[config.mk]
export PLATFORM = sky130hd
export DESIGN_NAME = spiking_array_ctrl_flat
export DESIGN_NICKNAME = d
export VERILOG_FILES = /design/src/rtl/spiking_array_ctrl_if.sv /design/src/rtl/spiking_array_ctrl.sv /design/src/flat_wrapper.sv
export SDC_FILE = /design/constraint.sdc
export NUM_CORES = 1
export LEC_CHECK = 0
export CAP_MARGIN = 20
export CORE_UTILIZATION = 30
export CTS_BUF_LIST = sky130_fd_sc_hd__clkbuf_4
export DETAILED_ROUTE_END_ITERATION = 7
export DONT_BUFFER_PORTS = 1
export GPL_ROUTABILITY_DRIVEN = 0
export SLEW_MARGIN = 20
export SYNTH_ARGS = -nofsm -noshare
export SYNTH_HDL_FRONTEND = slang
export SYNTH_SLANG_ARGS = --single-unit
[constraint.sdc]
create_clock -name clk -period 2.58 [get_ports clk]
set_input_delay 0.516 -clock clk [delete_from_list [all_inputs] [get_ports clk]]
set_output_delay 0.516 -clock clk [all_outputs]
set_load 0.005 [all_outputs]
[src/rtl/spiking_array_ctrl_if.sv]
// Handshake bundle between the spiking-array controller and its spike source / result consumer.
// A transfer happens on a posedge where valid and ready are both high; valid never waits on ready.
interface spiking_array_ctrl_if #(
  parameter int IDX_W = 5
);
  logic             spk_valid;
  logic             spk_ready;
  logic             feed_en;
  logic             rd_valid;
  logic             rd_ready;
  logic [IDX_W-1:0] rd_idx;

  modport master (
    input  spk_valid,
    input  rd_ready,
    output spk_ready,
    output feed_en,
    output rd_valid,
    output rd_idx
  );

  modport slave (
    output spk_valid,
    output rd_ready,
    input  spk_ready,
    input  feed_en,
    input  rd_valid,
    input  rd_idx
  );
endinterface

[src/rtl/spiking_array_ctrl.sv]
// Job sequencer for an N x N spiking PE array: clear, feed spike vectors, flush the
// pipeline, then read out one column result per handshake.
module spiking_array_ctrl #(
  parameter int N         = 32,
  parameter int STEP_W    = 16,
  parameter int DRAIN_CYC = 2 * N,
  parameter int IDX_W     = $clog2(N)
) (
  input  logic              clk,
  input  logic              rstn,
  input  logic              start,
  input  logic              abort,
  input  logic [STEP_W-1:0] cfg_steps,
  output logic              arr_rstn,
  output logic              busy,
  output logic              done,
  output logic [2:0]        state_dbg,
  spiking_array_ctrl_if.master bus
);

  localparam int DRN_W = $clog2(DRAIN_CYC + 1);

  typedef enum logic [2:0] {
    IDLE  = 3'd0,
    CLEAR = 3'd1,
    RUN   = 3'd2,
    DRAIN = 3'd3,
    READ  = 3'd4,
    DONE  = 3'd5
  } state_t;

  state_t            state_q, state_n;
  logic [STEP_W-1:0] step_q, step_n;
  logic [STEP_W-1:0] cfg_q, cfg_n;
  logic [DRN_W-1:0]  drain_q, drain_n;
  logic [IDX_W-1:0]  idx_q, idx_n;
  logic              spk_ready;
  logic              rd_valid;
  logic              spk_hs;
  logic              rd_hs;

  // An abort withdraws ready/valid so the handshake it beats is never seen by either side.
  assign spk_ready = (state_q == RUN) && !abort;
  assign rd_valid  = (state_q == READ) && !abort;
  assign spk_hs    = spk_ready && bus.spk_valid;
  assign rd_hs     = rd_valid && bus.rd_ready;

  assign bus.spk_ready = spk_ready;
  assign bus.feed_en   = spk_hs;
  assign bus.rd_valid  = rd_valid;
  assign bus.rd_idx    = idx_q;
  assign busy          = (state_q != IDLE);
  assign state_dbg     = state_q;

  always_comb begin
    state_n = state_q;
    step_n  = step_q;
    cfg_n   = cfg_q;
    drain_n = drain_q;
    idx_n   = idx_q;
    case (state_q)
      IDLE: begin
        if (start && !abort) begin
          state_n = CLEAR;
          cfg_n   = cfg_steps;
        end
      end
      CLEAR: begin
        state_n = (cfg_q == '0) ? DRAIN : RUN;
      end
      RUN: begin
        if (spk_hs) begin
          if (step_q == cfg_q - STEP_W'(1)) begin
            state_n = DRAIN;
            step_n  = '0;
          end else begin
            step_n = step_q + STEP_W'(1);
          end
        end
      end
      DRAIN: begin
        if (drain_q == DRN_W'(DRAIN_CYC - 1)) begin
          state_n = READ;
          drain_n = '0;
        end else begin
          drain_n = drain_q + DRN_W'(1);
        end
      end
      READ: begin
        if (rd_hs) begin
          if (idx_q == IDX_W'(N - 1)) begin
            state_n = DONE;
            idx_n   = '0;
          end else begin
            idx_n = idx_q + IDX_W'(1);
          end
        end
      end
      DONE: begin
        state_n = IDLE;
      end
      default: begin
        state_n = IDLE;
      end
    endcase
    if (abort && (state_q != IDLE)) begin
      state_n = IDLE;
      step_n  = '0;
      drain_n = '0;
      idx_n   = '0;
    end
  end

  // arr_rstn and done are registered decodes of the next state, so they line up with CLEAR/DONE.
  always_ff @(posedge clk) begin
    if (!rstn) begin
      state_q  <= IDLE;
      step_q   <= '0;
      cfg_q    <= '0;
      drain_q  <= '0;
      idx_q    <= '0;
      arr_rstn <= 1'b0;
      done     <= 1'b0;
    end else begin
      state_q  <= state_n;
      step_q   <= step_n;
      cfg_q    <= cfg_n;
      drain_q  <= drain_n;
      idx_q    <= idx_n;
      arr_rstn <= (state_n != CLEAR);
      done     <= (state_n == DONE);
    end
  end

endmodule
[src/flat_wrapper.sv]
// flat-port wrapper written by rule: the top's interface ports become plain ports
module spiking_array_ctrl_flat 
#(
  parameter int N         = 32,
  parameter int STEP_W    = 16,
  parameter int DRAIN_CYC = 2 * N,
  parameter int IDX_W     = $clog2(N)
)
  (clk, rstn, start, abort, cfg_steps, arr_rstn, busy, done, state_dbg, bus_spk_valid, bus_rd_ready, bus_spk_ready, bus_feed_en, bus_rd_valid, bus_rd_idx);
  spiking_array_ctrl_if #(.IDX_W(IDX_W)) bus_i ();
  input  logic clk;
  input  logic rstn;
  input  logic start;
  input  logic abort;
  input  logic [STEP_W-1:0] cfg_steps;
  output logic arr_rstn;
  output logic busy;
  output logic done;
  output logic [2:0] state_dbg;
  input wire logic [$bits(bus_i.spk_valid)-1:0] bus_spk_valid;
  input wire logic [$bits(bus_i.rd_ready)-1:0] bus_rd_ready;
  output wire logic [$bits(bus_i.spk_ready)-1:0] bus_spk_ready;
  output wire logic [$bits(bus_i.feed_en)-1:0] bus_feed_en;
  output wire logic [$bits(bus_i.rd_valid)-1:0] bus_rd_valid;
  output wire logic [$bits(bus_i.rd_idx)-1:0] bus_rd_idx;
  assign bus_i.spk_valid = bus_spk_valid;
  assign bus_i.rd_ready = bus_rd_ready;
  assign bus_spk_ready = bus_i.spk_ready;
  assign bus_feed_en = bus_i.feed_en;
  assign bus_rd_valid = bus_i.rd_valid;
  assign bus_rd_idx = bus_i.rd_idx;
  spiking_array_ctrl #(.N(N), .STEP_W(STEP_W), .DRAIN_CYC(DRAIN_CYC), .IDX_W(IDX_W)) u_core (.clk(clk), .rstn(rstn), .start(start), .abort(abort), .cfg_steps(cfg_steps), .arr_rstn(arr_rstn), .busy(busy), .done(done), .state_dbg(state_dbg), .bus(bus_i));
endmodule
* Word level (Yosys, flattened, before mapping)
Index checks and enable logic that the tools add are counted. W data, S select, Z words.
Cells by class: add/subtract/negate cells 4, multiply operators 0, divide/modulo/power cells 0, magnitude comparators 0, equal/unequal tests 9, shifts and indexed selects 0, muxes and demuxes 12, bitwise gates (word level) 1, reduce and logical (&&, ||, !) cells 14
Operators by type and width (number):
- $mux W3 | 7
- $add A16 B1 Y16 const B | 1
- $eq A16 B16 Y1 | 1
- $logic_not A16 Y1 | 1
- $mux W16 | 1
- $sub A16 B1 Y16 const B | 1
- $pmux W3 S5 | 1
- $add A7 B1 Y7 const B | 1
- $eq A7 B6 Y1 const B | 1
- $mux W7 | 1
- $eq A3 B2 Y1 const B | 2
- $eq A3 B3 Y1 const B | 2
- $logic_and A1 B1 Y1 | 6
- $reduce_and A2 Y1 | 3
- $add A5 B1 Y5 const B | 1
- $eq A5 B5 Y1 const B | 1
- $mux W5 | 1
- $eq A3 B1 Y1 const B | 1
- $logic_not A3 Y1 | 1
- $ne A3 B1 Y1 const B | 1
- $reduce_bool A3 Y1 | 1
- $reduce_or A2 Y1 | 1
- $logic_not A1 Y1 | 1
- $mux W1 | 1
- $not A1 Y1 | 1
Storage, ports and cells: flip-flop bits (word level) 49, latch bits 0, memory bits (writable) 0, bits in read-only memories 0, input port bits 22, output and inout port bits 14, logic and storage cells 47, memories kept 0

* Logic depth before layout (Yosys ltp)
Gate-level depths: netlist of the first run.
depth after elaboration 7, depth in mapped cells 10, gate-level depth less buffers 9

* Worst setup path before layout of the first run
No wires, ideal clock.
path type flip-flop to flip-flop, from reg u_core.cfg_q[0], to reg u_core.step_q[10], setup time 0.132 ns, data arrival time 2.194 ns, required time 2.448 ns, path slack 0.254 ns, stages on the path, launching flop included 10, path buffers 1, clock period less this slack 2.326 ns, cell sequence dfxtp_1 -> inv_1 -> ha_1 -> xor2_1 -> or3_1 -> a221oi_1 -> nand4_1 -> nor4_4 -> buf_6 -> nor3_1
On the way: cells in the longest elaborated chain, start to end 3
Ends and longest elaborated chain:
- start, declared | RTL line spiking_array_ctrl.sv:34 | logic [STEP_W-1:0] cfg_q, cfg_n;
- start signal, assigned | RTL line spiking_array_ctrl.sv:127 | cfg_q <= cfg_n;
- $sub A16 B1 Y16 | RTL line spiking_array_ctrl.sv:73 | if (step_q == cfg_q - STEP_W'(1)) begin
- $eq A16 B16 Y1 | RTL line spiking_array_ctrl.sv:73
- $mux W16 | RTL line spiking_array_ctrl.sv:73
- end signal, assigned | RTL line spiking_array_ctrl.sv:126 | step_q <= step_n;
- end, declared | RTL line spiking_array_ctrl.sv:33 | logic [STEP_W-1:0] step_q, step_n;
No other way between the ends. A chain may end at the register's enable or synchronous reset.

* Final worst setup path of the first run
from reg u_core.cfg_q[0], to reg u_core.step_q[13]
The elaborated chain is that of the path after synthesis.

==> results of run 1 <==
[synth_stat cells (all sizes together) (2+ instances only)]
cell type,count,area share
and4,6,0.021
buf,4,0.014
nor3,23,0.044
clkbuf,9,0.012
or4,3,0.0087
nor3b,2,0.0055
nor2,23,0.031
a211oi,2,0.0055
ha,5,0.023
or3,5,0.011
xor2,25,0.080
o21ai,6,0.011
a21oi,31,0.058
o31ai,2,0.0055
nor2b,2,0.0046
nand2b,5,0.011
nand4,6,0.014
nand2,60,0.082
dfxtp,49,0.36
and3,8,0.018
nor4b,2,0.0064
nand3b,5,0.014
o22ai,2,0.0046
a31oi,6,0.014
inv,3,0.0041
nor4,3,0.018
xnor2,10,0.032
nand3,13,0.026
and2b,2,0.0064
[critical path, stage by stage, from the launching register on]
cell and delay (ns):
dfxtp_2 0.38, inv_1 0.06, ha_1 0.26, and2b_4 0.24
nand3_2 0.14, or3_1 0.35, a21oi_1 0.19, o22ai_1 0.18
nor4_4 0.24, buf_4 0.23, nor3_1 0.07
[cell families (layout without fill, tap and decap cells)]
logic type / count (synthesis) / after routing / synth area share
adder cells (fa/ha/maj): 6 / 6 / 0.0264
XOR/XNOR: 35 / 35 / 0.112
flip-flops: 49 / 49 / 0.357
AND/OR/NAND/NOR: 172 / 172 / 0.332
buffers and inverters: 17 / 22 / 0.0319
AO/OA/AOI/OAI: 62 / 62 / 0.140
[cell usage in the layout (no fill, tap or decap), drive strengths merged, types with 6 or more instances in the layout]
cell | synthesis | layout
o21ai | 6 | 6
xor2 | 25 | 25
and3 | 8 | 8
nand2 | 60 | 60
buf | 4 | 10
nand4 | 6 | 6
xnor2 | 10 | 10
nor2 | 23 | 23
a31oi | 6 | 6
nand3 | 13 | 13
nor3 | 23 | 23
and4 | 6 | 6
dfxtp | 49 | 49
a21oi | 31 | 31
[sequential cells by signal, summed over array words and instances, names as in the netlist]
register and count:
u_core.arr_rstn 1, u_core.bus.rd_idx 5, u_core.cfg_q 16, u_core.done 1, u_core.drain_q 7, u_core.state_dbg 3, u_core.step_q 16
[report_power, final]
| part | switching (W) | internal (W) |
|---|---|---|
| registers | 0.0000217 | 0.000773 |
| logic | 0.000141 | 0.0000975 |
| clock network | 0.000251 | 0.000300 |
| total | 0.000414 | 0.00117 |
[path summary, 6_finish.rpt]
kind,end,depth (start not counted),startpoint
hold reg to reg,u_core.drain_q[6]$_SDFFE_PP0P_,2,u_core.drain_q[6]$_SDFFE_PP0P_
setup / recovery,u_core.step_q[13]$_SDFFE_PP0P_,10,u_core.cfg_q[0]$_SDFFE_PN0P_
setup reg to reg,u_core.step_q[13]$_SDFFE_PP0P_,10,u_core.cfg_q[0]$_SDFFE_PN0P_
hold / removal,u_core.cfg_q[1]$_SDFFE_PN0P_,2,cfg_steps[1]
[stage by stage]
stage               utilization  hold slack [ns]
CTS                       0.339            0.255
global route              0.341            0.255
global placement          0.327            0.436
detailed placement        0.327            0.440
finish                    0.341            0.260
floorplan                     -            0.418
[cell type report]
| cell class | count | area, µm² |
|---|---|---|
| Clock buffer | 5 | 37.5 |
| Clock inverter | 3 | 65.1 |
| Fill cell | 905 | 5810 |
| Inverter | 4 | 15.0 |
| Multi-Input combinational cell | 275 | 1690 |
| Sequential cell | 49 | 983 |
| Tap cell | 108 | 135 |
| Timing Repair Buffer | 10 | 75.1 |
[routing by layer]
layer | vias up | track usage
met2 | 51 | 0.226
met5 | - | 0
met1 | 1136 | 0.181
met3 | 7 | 0.0194
li1 | 1224 | -
met4 | 0 | 0.0396
==> impl_metrics.csv, run 1 <==
group,metric,value,unit
status,status,"finished with violations",
status,violations,"DRC",
global_route,grt_max_degree,25,
global_route,grt_pass1_vias,2231,
drt,maxUsedRoutingLayer,"met4",
place,pre_cts_ws,0.104,ns
synth,synthesis.area,2750,µm²
clock_network,cts_buffers,5,
critical_path,cp_max_fo,13,
synth,syn_nets,368,
synth,syn-instance-count,341,
clock_network,cts_resized,0,
sta,worst_slew_pin_slew,0.568,ns
sta,skew,0.0124,ns
power_and_ir_drop,irDropWorstVdd,233,µV
place,dpl_cell_area,2880,µm²
power_and_ir_drop,finalPower,0.00158,W
die,die_h,97.7,µm
critical_path,r2r_slack,0.15,ns
clock_network,clockBufferDepth,2,
global_route,grt_first_pass_wirelength,10.5,mm
clock_network,cts_setup_buffers,0,
clock_network,insertion_delay,0.37,ns
die,dieArea,9540,µm²
global_route,gr-total-overflow,0,
final_layout,area_growth,9.30,%
clock_network,postCtsHoldBufs,0,
die,core_region_area,8810,µm²
sta,fin_crit_sh,0.941,
clock_network,path_clk_slew,0.14,ns
run,cap_viol_max_count,0,
sta,finalSetupViolations,0,
power_and_ir_drop,p_per_area,528,nW/µm²
synth,syn_area_per_cell,8.05,µm²
drt,drt_iter0_markers,130,
power_and_ir_drop,power.leakage,1.11,nW
global_route,antenna_found_initial,0,
drt,wl_met3,287,µm
synth,synthFlopType,"dfxtp_1",
sta,clock.fmax,0.412,GHz
clock_network,cts-htree-levels,2,
synth,ys_seq_area_frac,0.357,
drt,met1_length,3.03,mm
worst_hold_path,hp-class,"input pin to register",
die,fp-row-count,34,
sta,final_hold_viol_count,0,
place,port-buffer-count,0,
synth,synth_edf_count,0,
sta,period_needed,2.43,ns
sta,fin_setup_tns,0,ns
critical_path,crit_type,"register to register",
sta,setup_slack,0.151,ns
critical_path,arrival,2.69,ns
clock_network,cts-root-buf,"clkbuf_4",
die,start_util,0.312,
drt,drtAntennaViolNets,0,
sta,maxSlewHeadroom,0.620,
final_layout,fin_area,3000,µm²
global_route,grt_usage,0.136,
drt,wl_met2,2.91,mm
drt,avgViaCountPerCell,5.33,
die,ios,36,
sta,finalMaxSlewViolations,0,
synth,synth_warnings,0,
clock_network,cts_tree,"done",
critical_path,critPathRequiredTime,2.84,ns
final_layout,diodes,0,
drt,wirelength,6.30,mm
place,place_hpwl,4.82,mm
final_layout,instances_no_fill,454,
die,die_w,97.7,µm
final_layout,nets,372,
drt,detail_route.first_pass.iterations,6,
drt,vias,2418,
synth,async_flop_share,0,
critical_path,worst_setup_path_start_kind,"register",
drt,drc,2,
place,post-place-cells,446,
critical_path,end_kind,"register",
synth,synth_cell_types,57,
final_layout,layout-drive-gt1-share,0.0983,
clock_network,cts_sinks,49,
synth,ys_ff_latch,49,
drt,wl_per_cell,13.9,µm
Power figures use the tool's default switching activity.
==> inputs of run 2 (changes only) <==
- HOLD_SLACK_MARGIN: not set -> 0.1
- MAX_ROUTING_LAYER: not set -> met4
==> run 2 against run 1 <==
  * The flow still finishes with violations (DRC)
  * Combinational power about the same
  * Wire length rose by 0.41%
  * Final cell count is the same
  * Final area is the same
  * Maximum frequency rose by 0.14%
  * Clock power hardly changed
  * Register-to-register slack barely moved
  * Clock skew is essentially flat
  * Sequential power is essentially flat
  * Core utilization stayed put
  * First-iteration DRC count down 2.3%
  * Setup slack improved by 0.0034 ns
  * Largest cell class unchanged
==> impl_metrics.csv, run 2 (synthesis gave the netlist of run 1 again) <==
group,metric,value,unit
global_route,antenna_found_initial,0,
critical_path,end_kind,"register",
power_and_ir_drop,power_frac_clock,0.347,
place,port-buffer-count,0,
critical_path,arrival,2.68,ns
die,start_util,0.312,
global_route,gr-total-overflow,0,
critical_path,slowest_stage,"or3_1",
sta,maxSlewHeadroom,0.615,
global_route,grt_pass1_vias,2240,
clock_network,cts_tree,"done",
status,violations,"DRC",
die,dieArea,9540,µm²
power_and_ir_drop,power.internal,0.00117,W
die,ios,36,
place,place_hpwl,4.82,mm
power_and_ir_drop,finalPower,0.00158,W
critical_path,r2r_cells,8,
final_layout,final_cell_mix,"nand2_1 (60), dfxtp_1 (47), a21oi_1 (30), xor2_1 (25), nor2_1 (23)",
worst_hold_path,holdPathStages,2,
final_layout,reg_top3,"u_core.cfg_q x16, u_core.step_q x16, u_core.drain_q x7",
clock_network,cts_sinks,49,
critical_path,reg2reg_from,"u_core.cfg_q[0]$_SDFFE_PN0P_",
clock_network,path_clk_slew,0.14,ns
power_and_ir_drop,p_sw_frac,0.260,
final_layout,layout-drive-gt1-share,0.0983,
final_layout,area_growth,9.30,%
sta,finalMaxSlewViolations,0,
clock_network,cts_buffers,5,
sta,worst_slew_pin_slew,0.576,ns
drt,detail_route.first_pass.iterations,6,
die,core_region_area,8810,µm²
critical_path,r2r_slack,0.15,ns
drt,wl_met3,239,µm
drt,avgViaCountPerCell,5.32,
drt,wl_met2,2.96,mm
critical_path,crit_type,"register to register",
power_and_ir_drop,pwr-share-comb,0.151,
drt,drc,2,
final_layout,diodes,0,
drt,vias,2415,
critical_path,cp_max_fo,13,
clock_network,cts-root-buf,"clkbuf_4",
drt,wirelength,6.33,mm
critical_path,max_stage_delay,0.47,ns
sta,clock.fmax,0.412,GHz
global_route,grt_max_degree,25,
sta,fin_crit_sh,0.940,
clock_network,insertion_delay,0.37,ns
critical_path,worst_setup_path_start_kind,"register",
final_layout,nets,372,
drt,met1_length,3.05,mm
drt,wl_per_cell,13.9,µm
critical_path,critPathRequiredTime,2.84,ns
worst_hold_path,hp-class,"input pin to register",
power_and_ir_drop,switchingPower,0.000411,W
die,die_w,97.7,µm
drt,maxUsedRoutingLayer,"met4",
clock_network,cts-htree-levels,2,
power_and_ir_drop,power.leakage,1.11,nW
critical_path,cp_num_buf_inv,1,
critical_path,r2r_end,"u_core.step_q[13]$_SDFFE_PP0P_",
sta,finalSetupViolations,0,
status,status,"finished with violations",
sta,skew,0.0125,ns
worst_hold_path,hp-start,"cfg_steps[1]",
critical_path,path_cells,"or3_1, or4_1, a21o_1, a21oi_2, nand4_1, nor4_4, buf_4, nor3_1",
power_and_ir_drop,p_seq_frac,0.502,
clock_network,clockBufferDepth,2,
sta,final_hold_viol_count,0,
power_and_ir_drop,p_per_area,527,nW/µm²
die,fp-row-count,34,
worst_hold_path,min_to,"u_core.cfg_q[1]$_SDFFE_PN0P_",
die,die_h,97.7,µm
critical_path,cp_top_family,"simple AND/OR/NAND/NOR gates",
drt,drtAntennaViolNets,0,
global_route,grt_usage,0.140,
final_layout,final_util,0.341,
sta,hold_ws,0.261,ns
drt,drt_iter0_markers,127,
run,cap_viol_max_count,0,
global_route,grt_first_pass_wirelength,10.5,mm
sta,period_needed,2.43,ns
power_and_ir_drop,irDropWorstVdd,233,µV
final_layout,nFillCells,905,
final_layout,layout_commonest_cell,"nand2_1",
## run 2: worst max path at each step
stage | start | endpoint | slack [ns] | cells after the start
after global placement | u_core.cfg_q[0]$_SDFFE_PN0P_ | u_core.step_q[12]$_SDFFE_PP0P_ | 0.17 | 9
final | u_core.cfg_q[0]$_SDFFE_PN0P_ | u_core.step_q[13]$_SDFFE_PP0P_ | 0.15 | 8
after CTS | u_core.cfg_q[0]$_SDFFE_PN0P_ | u_core.step_q[13]$_SDFFE_PP0P_ | 0.08 | 9
after detailed placement | u_core.cfg_q[0]$_SDFFE_PN0P_ | u_core.step_q[13]$_SDFFE_PP0P_ | 0.10 | 9
after floorplan | u_core.cfg_q[0]$_SDFFE_PN0P_ | u_core.step_q[10]$_SDFFE_PP0P_ | 0.25 | 9
after global routing | u_core.cfg_q[0]$_SDFFE_PN0P_ | u_core.step_q[12]$_SDFFE_PP0P_ | -0.003 | 8
## run 2: area by class of cell
type                       count  area, µm²  area share
multi-input combinational    275       1690       0.563
sequential                    49        983       0.328
tap                          108        135      0.0450
timing repair buffer          10       75.1      0.0250
clock inverter                 3       65.1      0.0217
clock buffer                   5       37.5      0.0125
inverter                       4       15.0     0.00500
## run 2: per-stage QoR
step | cell area [µm²] | setup TNS (ns) | std cells | setup WS [ns]
after floorplan | 2750 | 0 | 341 | 0.254
after global placement | 2880 | 0 | 446 | 0.172
after detailed placement | 2880 | 0 | 446 | 0.104
after CTS | 2990 | 0 | 454 | 0.0774
after global routing | 3000 | -0.00496 | 454 | -0.00346
final | 3000 | 0 | 454 | 0.155
## run 2: routing by layer
metal | vias to the layer above | GRT usage
li1 | 1224 | -
met1 | 1145 | 0.182
met2 | 39 | 0.226
met3 | 7 | 0.0173
met4 | 0 | 0.0396
met5 | - | -
## run 2: worst register-to-register path, stage by stage (launching register included)
cell and delay (ns):
dfxtp_2 0.38, or3_1 0.47, or4_1 0.43, a21o_1 0.20
a21oi_2 0.15, nand4_1 0.21, nor4_4 0.19, buf_4 0.23
nor3_1 0.07
## run 2: what timing repair did
item                                    4_1_cts  5_1_grt
resized for setup                             0        4
setup buffers                                 0        0
hold buffers                                  0        0
endpoints found under the setup margin        0       14
## run 2: power groups by stage
stage | registers (W) | logic, W | clock network, W
finish | 0.000794 | 0.000238 | 0.000549
global route | 0.000798 | 0.000263 | 0.000588
CTS | 0.000794 | 0.000237 | 0.000564
detailed placement | 0.000810 | 0.000236 | 0
global placement | 0.000810 | 0.000231 | 0
floorplan | 0.000804 | 0.000188 | 0
==> RTL change 1, RTL diff (settings of run 1) <==
`N` is set to 32 in 2 places; all go to 128.
--- a/src/rtl/spiking_array_ctrl.sv
+++ b/src/rtl/spiking_array_ctrl.sv
@@ -1,7 +1,7 @@
 // Job sequencer for an N x N spiking PE array: clear, feed spike vectors, flush the
 // pipeline, then read out one column result per handshake.
 module spiking_array_ctrl #(
-  parameter int N         = 32,
+  parameter int N         = 128,
   parameter int STEP_W    = 16,
   parameter int DRAIN_CYC = 2 * N,
   parameter int IDX_W     = $clog2(N)
--- a/src/flat_wrapper.sv
+++ b/src/flat_wrapper.sv
@@ -1,7 +1,7 @@
 // flat-port wrapper written by rule: the top's interface ports become plain ports
 module spiking_array_ctrl_flat 
 #(
-  parameter int N         = 32,
+  parameter int N         = 128,
   parameter int STEP_W    = 16,
   parameter int DRAIN_CYC = 2 * N,
   parameter int IDX_W     = $clog2(N)
Interface: changed (resized bus_rd_idx); port bits go from 36 to 38. No check against the original RTL was run, so the function may have changed too.
==> RTL change 1 against run 1 <==
Power up 8.7%. Wire length increased by 13%. Final area up 13%. Global-route usage rose by 0.69 points. Worst setup slack worse by 0.043 ns. Critical path depth decreased by 1. Synthesized area up 7.9%. Combinational power up 20%. Sequential cell count is 4 higher.
==> RTL change 1: results (changes against run 1) <==
----------------------------------------------------
[Power and ir drop]
  Total power consumption of the routed design ... 1.72 mW (was 1.58 mW)
  Max IR drop VDD ... 0.000246 V (was 0.000233 V)
  Part of the power in registers ... 0.496 (was 0.501)
  Power in combinational cells ... 0.287 mW (was 0.239 mW)

[Timing]
  Clk_skew ... 0.0213 ns (was 0.0124 ns)

[Route]
  Via density per instance ... 5.02 (was 5.33)
  Drt initial violations ... 79 (was 130)
  Vias ... 2540 (was 2418)
  Detailed-routing iteration count for the pre-antenna-repair pass ... 4 (was 6)
  Total routed wirelength ... 7110 um (was 6300 um)

[Synth]
  Synthesized netlist cell count ... 362 (was 341)
  Xor-xnor portion of the synthesized cell area ... 0.133 (was 0.112)
  Seq/Total Area, Yosys ... 0.358 (was 0.357)
  Synth Area in Adders ... 0.0169 (was 0.0264)
  Netlist cell types ... 54 (was 57)
  Multiplexer area fraction after synthesis ... 0.00338 (was 0)

[Place]
  Detailed placer's ending HPWL ... 5230 um (was 4820 um)
  Placement Setup Slack ... -0.0339 ns (was 0.104 ns)
  Total instance count after detailed placement ... 497 (was 446)
  Cell area after placement ... 3190 sq um (was 2880 sq um)

[Layout]
  Sequential cell count ... 53 (was 49)
  Sequential share of cell area ... 0.313 (was 0.328)
  Fill cell instance count of the final layout ... 992 (was 905)
  Multi-input gate area in the final layout ... 1880 sq um (was 1690 sq um)
  Largest registers ... u_core.cfg_q x16, u_core.step_q x16, u_core.drain_q x9 (was u_core.cfg_q x16, u_core.step_q x16, u_core.drain_q x7)
  Nets ... 402 (was 372)
  Clock network contribution to total cell area ... 0.0302 (was 0.0342)
  Number of combinational gates with multiple inputs ... 288 (was 275)
  Non-clock inverter count in the final layout ... 5 (was 4)
  Fraction of final layout cells sized beyond drive strength 1 ... 0.151 (was 0.0983)
  Buffer count excluding the clock tree in the final layout ... 23 (was 10)
  Combined flip-flop and latch cell area ... 1060 sq um (was 983 sq um)

[Global routing]
  Number of global-route vias before repair ... 2369 (was 2231)
  Pin count of the biggest net entering global routing ... 22 (was 25)
  GRT Total Usage ... 0.143 (was 0.136)

[CTS]
  Post-CTS clock slew at the launch and capture registers of the worst setup and hold paths ... 0.17 ns (was 0.14 ns)

[Min path]
  Worst hold path startpoint ... rstn (was cfg_steps[1])

[Outcome]
  Run status ... finished, final reports clean (was complete, but fails checks)

[Setup path]
  Setup slack on the worst flop-to-flop path ... 0.11 ns (was 0.15 ns)
  Highest fanout seen on the critical path ... 8 (was 13)

----------------------------------------------------
==> RTL change 1: cell count changes in the layout (fill, tap and decap cells not counted), sizes merged, moves of 4 or more <==
cell,before,now
nor2,23,51
a21oi,31,7
a21boi,1,18
nor3,23,9
buf,10,23
nand3,13,19
xor2,25,31
and4,6,1
dfxtp,49,53
nand2,60,56
o21ai,6,2
xnor2,10,14
==> RTL change 1: metal layers <==
metal  routed length, um  part of all wire  global-route usage  up-vias
li1                    -                 -                   -     1291
met1                3370              0.47               0.189     1200
met2                3320              0.47               0.229       43
met3                 364             0.051              0.0338        6
met4                  61            0.0086              0.0424        0
met5                   0                 0                   0        -
==> RTL change 1: worst min-delay path by stage <==
stage / to / slack (ns)
after detailed placement: u_core.drain_q[6] / 0.50
after global placement: u_core.drain_q[6] / 0.49
final: u_core.state_dbg[1] / 0.24
after floorplan: u_core.drain_q[6] / 0.47
after global routing: u_core.cfg_q[4] / 0.23
after CTS: u_core.state_dbg[1] / 0.23
==> RTL change 2, RTL diff (settings of run 1) <==
Made on the original files. Add an input register stage for `cfg_steps`, without a reset; this delays it by one clock. The other inputs are not delayed to match.
--- a/src/rtl/spiking_array_ctrl.sv
+++ b/src/rtl/spiking_array_ctrl.sv
@@ -28,6 +28,12 @@
     READ  = 3'd4,
     DONE  = 3'd5
   } state_t;
+
+  logic [STEP_W-1:0] cfg_steps_q;
+
+  always_ff @(posedge clk) begin
+    cfg_steps_q <= cfg_steps;
+  end
 
   state_t            state_q, state_n;
   logic [STEP_W-1:0] step_q, step_n;
@@ -62,7 +68,7 @@
       IDLE: begin
         if (start && !abort) begin
           state_n = CLEAR;
-          cfg_n   = cfg_steps;
+          cfg_n   = cfg_steps_q;
         end
       end
       CLEAR: begin
Behaviour: not the same (Yosys sat finds a counterexample within 4 cycles, from zero or initial values and one cycle with rstn low).
==> RTL change 2 against run 1 <==
Hold slack got worse by 0.14 ns. Final area increased by 5.9%. Worst setup slack better by 0.070 ns. Sequential cell count up 16. Count of clock-buffer cells in the layout up 5. Critical path depth shrank 2. Clock power grew 16%. Synthesized area increased by 5.6%. Power grew 18%. Wire length down 8.9%.
==> RTL change 2: results (changes against run 1) <==
----------------------------------------------------
[Setup path]
  Largest incremental delay on the critical path ... 0.54 ns (was 0.38 ns)
  Worst setup path end ... u_core.step_q[11] (was u_core.step_q[13])
  Worst R2R Path Depth ... 8 (was 10)
  Arrival time at the worst endpoint ... 2.66 ns (was 2.69 ns)

[Place]
  Detailed placer's ending HPWL ... 4270 um (was 4820 um)
  Placement Setup Slack ... 0.144 ns (was 0.104 ns)
  Total instance count after detailed placement ... 451 (was 446)

[Power and ir drop]
  Switching component of the power ... 0.472 mW (was 0.414 mW)
  Cell leakage power ... 1.18 nW (was 1.11 nW)
  Power attributed to sequential cells ... 1.06 mW (was 0.795 mW)
  Clock group power ... 0.637 mW (was 0.551 mW)
  Max IR drop VDD ... 0.000274 V (was 0.000233 V)

[Synth]
  Net count after synthesis ... 355 (was 368)
  Netlist cell types ... 45 (was 57)

[Outcome]
  Run status ... finished, final reports clean (was complete, but fails checks)

[Layout]
  Layout clock buffer count ... 10 (was 5)
  Finished Core Util ... 0.342 (was 0.341)
  Combined flip-flop and latch cell area ... 1300 sq um (was 983 sq um)
  Fraction of final layout cells sized beyond drive strength 1 ... 0.0772 (was 0.0983)
  Buffer count excluding the clock tree in the final layout ... 4 (was 10)
  Clock network contribution to total cell area ... 0.0386 (was 0.0342)
  Fill cell instance count of the final layout ... 1004 (was 905)
  Number of combinational gates with multiple inputs ... 247 (was 275)
  Non-clock inverter count in the final layout ... 6 (was 4)
  Fraction of area in multi-input gates ... 0.484 (was 0.563)

[Global routing]
  GRT Total Usage ... 0.123 (was 0.136)
  Number of global-route vias before repair ... 2008 (was 2231)

[CTS]
  Deepest level of the CTS H-tree ... 3 (was 2)
  Cts bufs inserted ... 9 (was 5)

[Route]
  Vias ... 2200 (was 2418)
  Detailed-routing iteration count for the pre-antenna-repair pass ... 4 (was 6)
  Drt initial violations ... 97 (was 130)

----------------------------------------------------
==> RTL change 2: changes by cell type after synthesis, moves of 10 or more <==
cell,before,now
sky130_fd_sc_hd__nor3_1,22,4
sky130_fd_sc_hd__dfxtp_1,49,65
sky130_fd_sc_hd__a21boi_0,1,16
sky130_fd_sc_hd__nor2_1,23,39
sky130_fd_sc_hd__a21oi_1,30,8
sky130_fd_sc_hd__xnor2_1,10,20
==> RTL change 2: metal layers <==
layer,wire length (um),vias up,share of wire,track usage
met5,0,-,0,0
met4,99,0,0.017,0.0535
met3,300,8,0.052,0.0411
met2,2590,43,0.45,0.185
met1,2750,1009,0.48,0.160
li1,-,1140,-,-
==> RTL change 2: cell families (layout without fill, tap and decap cells) <==
| group | count (synthesis) | after routing | synth area share |
|---|---|---|---|
| simple gates | 156 | 156 | 0.273 |
| xor+xnor | 41 | 41 | 0.124 |
| fa+ha+maj | 5 | 5 | 0.0216 |
| flops | 65 | 65 | 0.449 |
| compound gates | 42 | 42 | 0.0971 |
| mux | 3 | 3 | 0.0108 |
| buf+inv | 16 | 25 | 0.0246 |
==> RTL change 2: worst min-delay path by stage <==
stage / startpoint / end / slack, ns / cells after the start
global route: cfg_steps[7] / u_core.cfg_steps_q[7] / 0.09 / 0
finish: cfg_steps[15] / u_core.cfg_steps_q[15] / 0.12 / 0
floorplan: u_core.cfg_steps_q[0] / u_core.cfg_q[0] / 0.43 / 2
global placement: u_core.cfg_steps_q[15] / u_core.cfg_q[15] / 0.43 / 2
detailed placement: u_core.cfg_steps_q[5] / u_core.cfg_q[5] / 0.44 / 2
CTS: cfg_steps[12] / u_core.cfg_steps_q[12] / 0.1 / 0
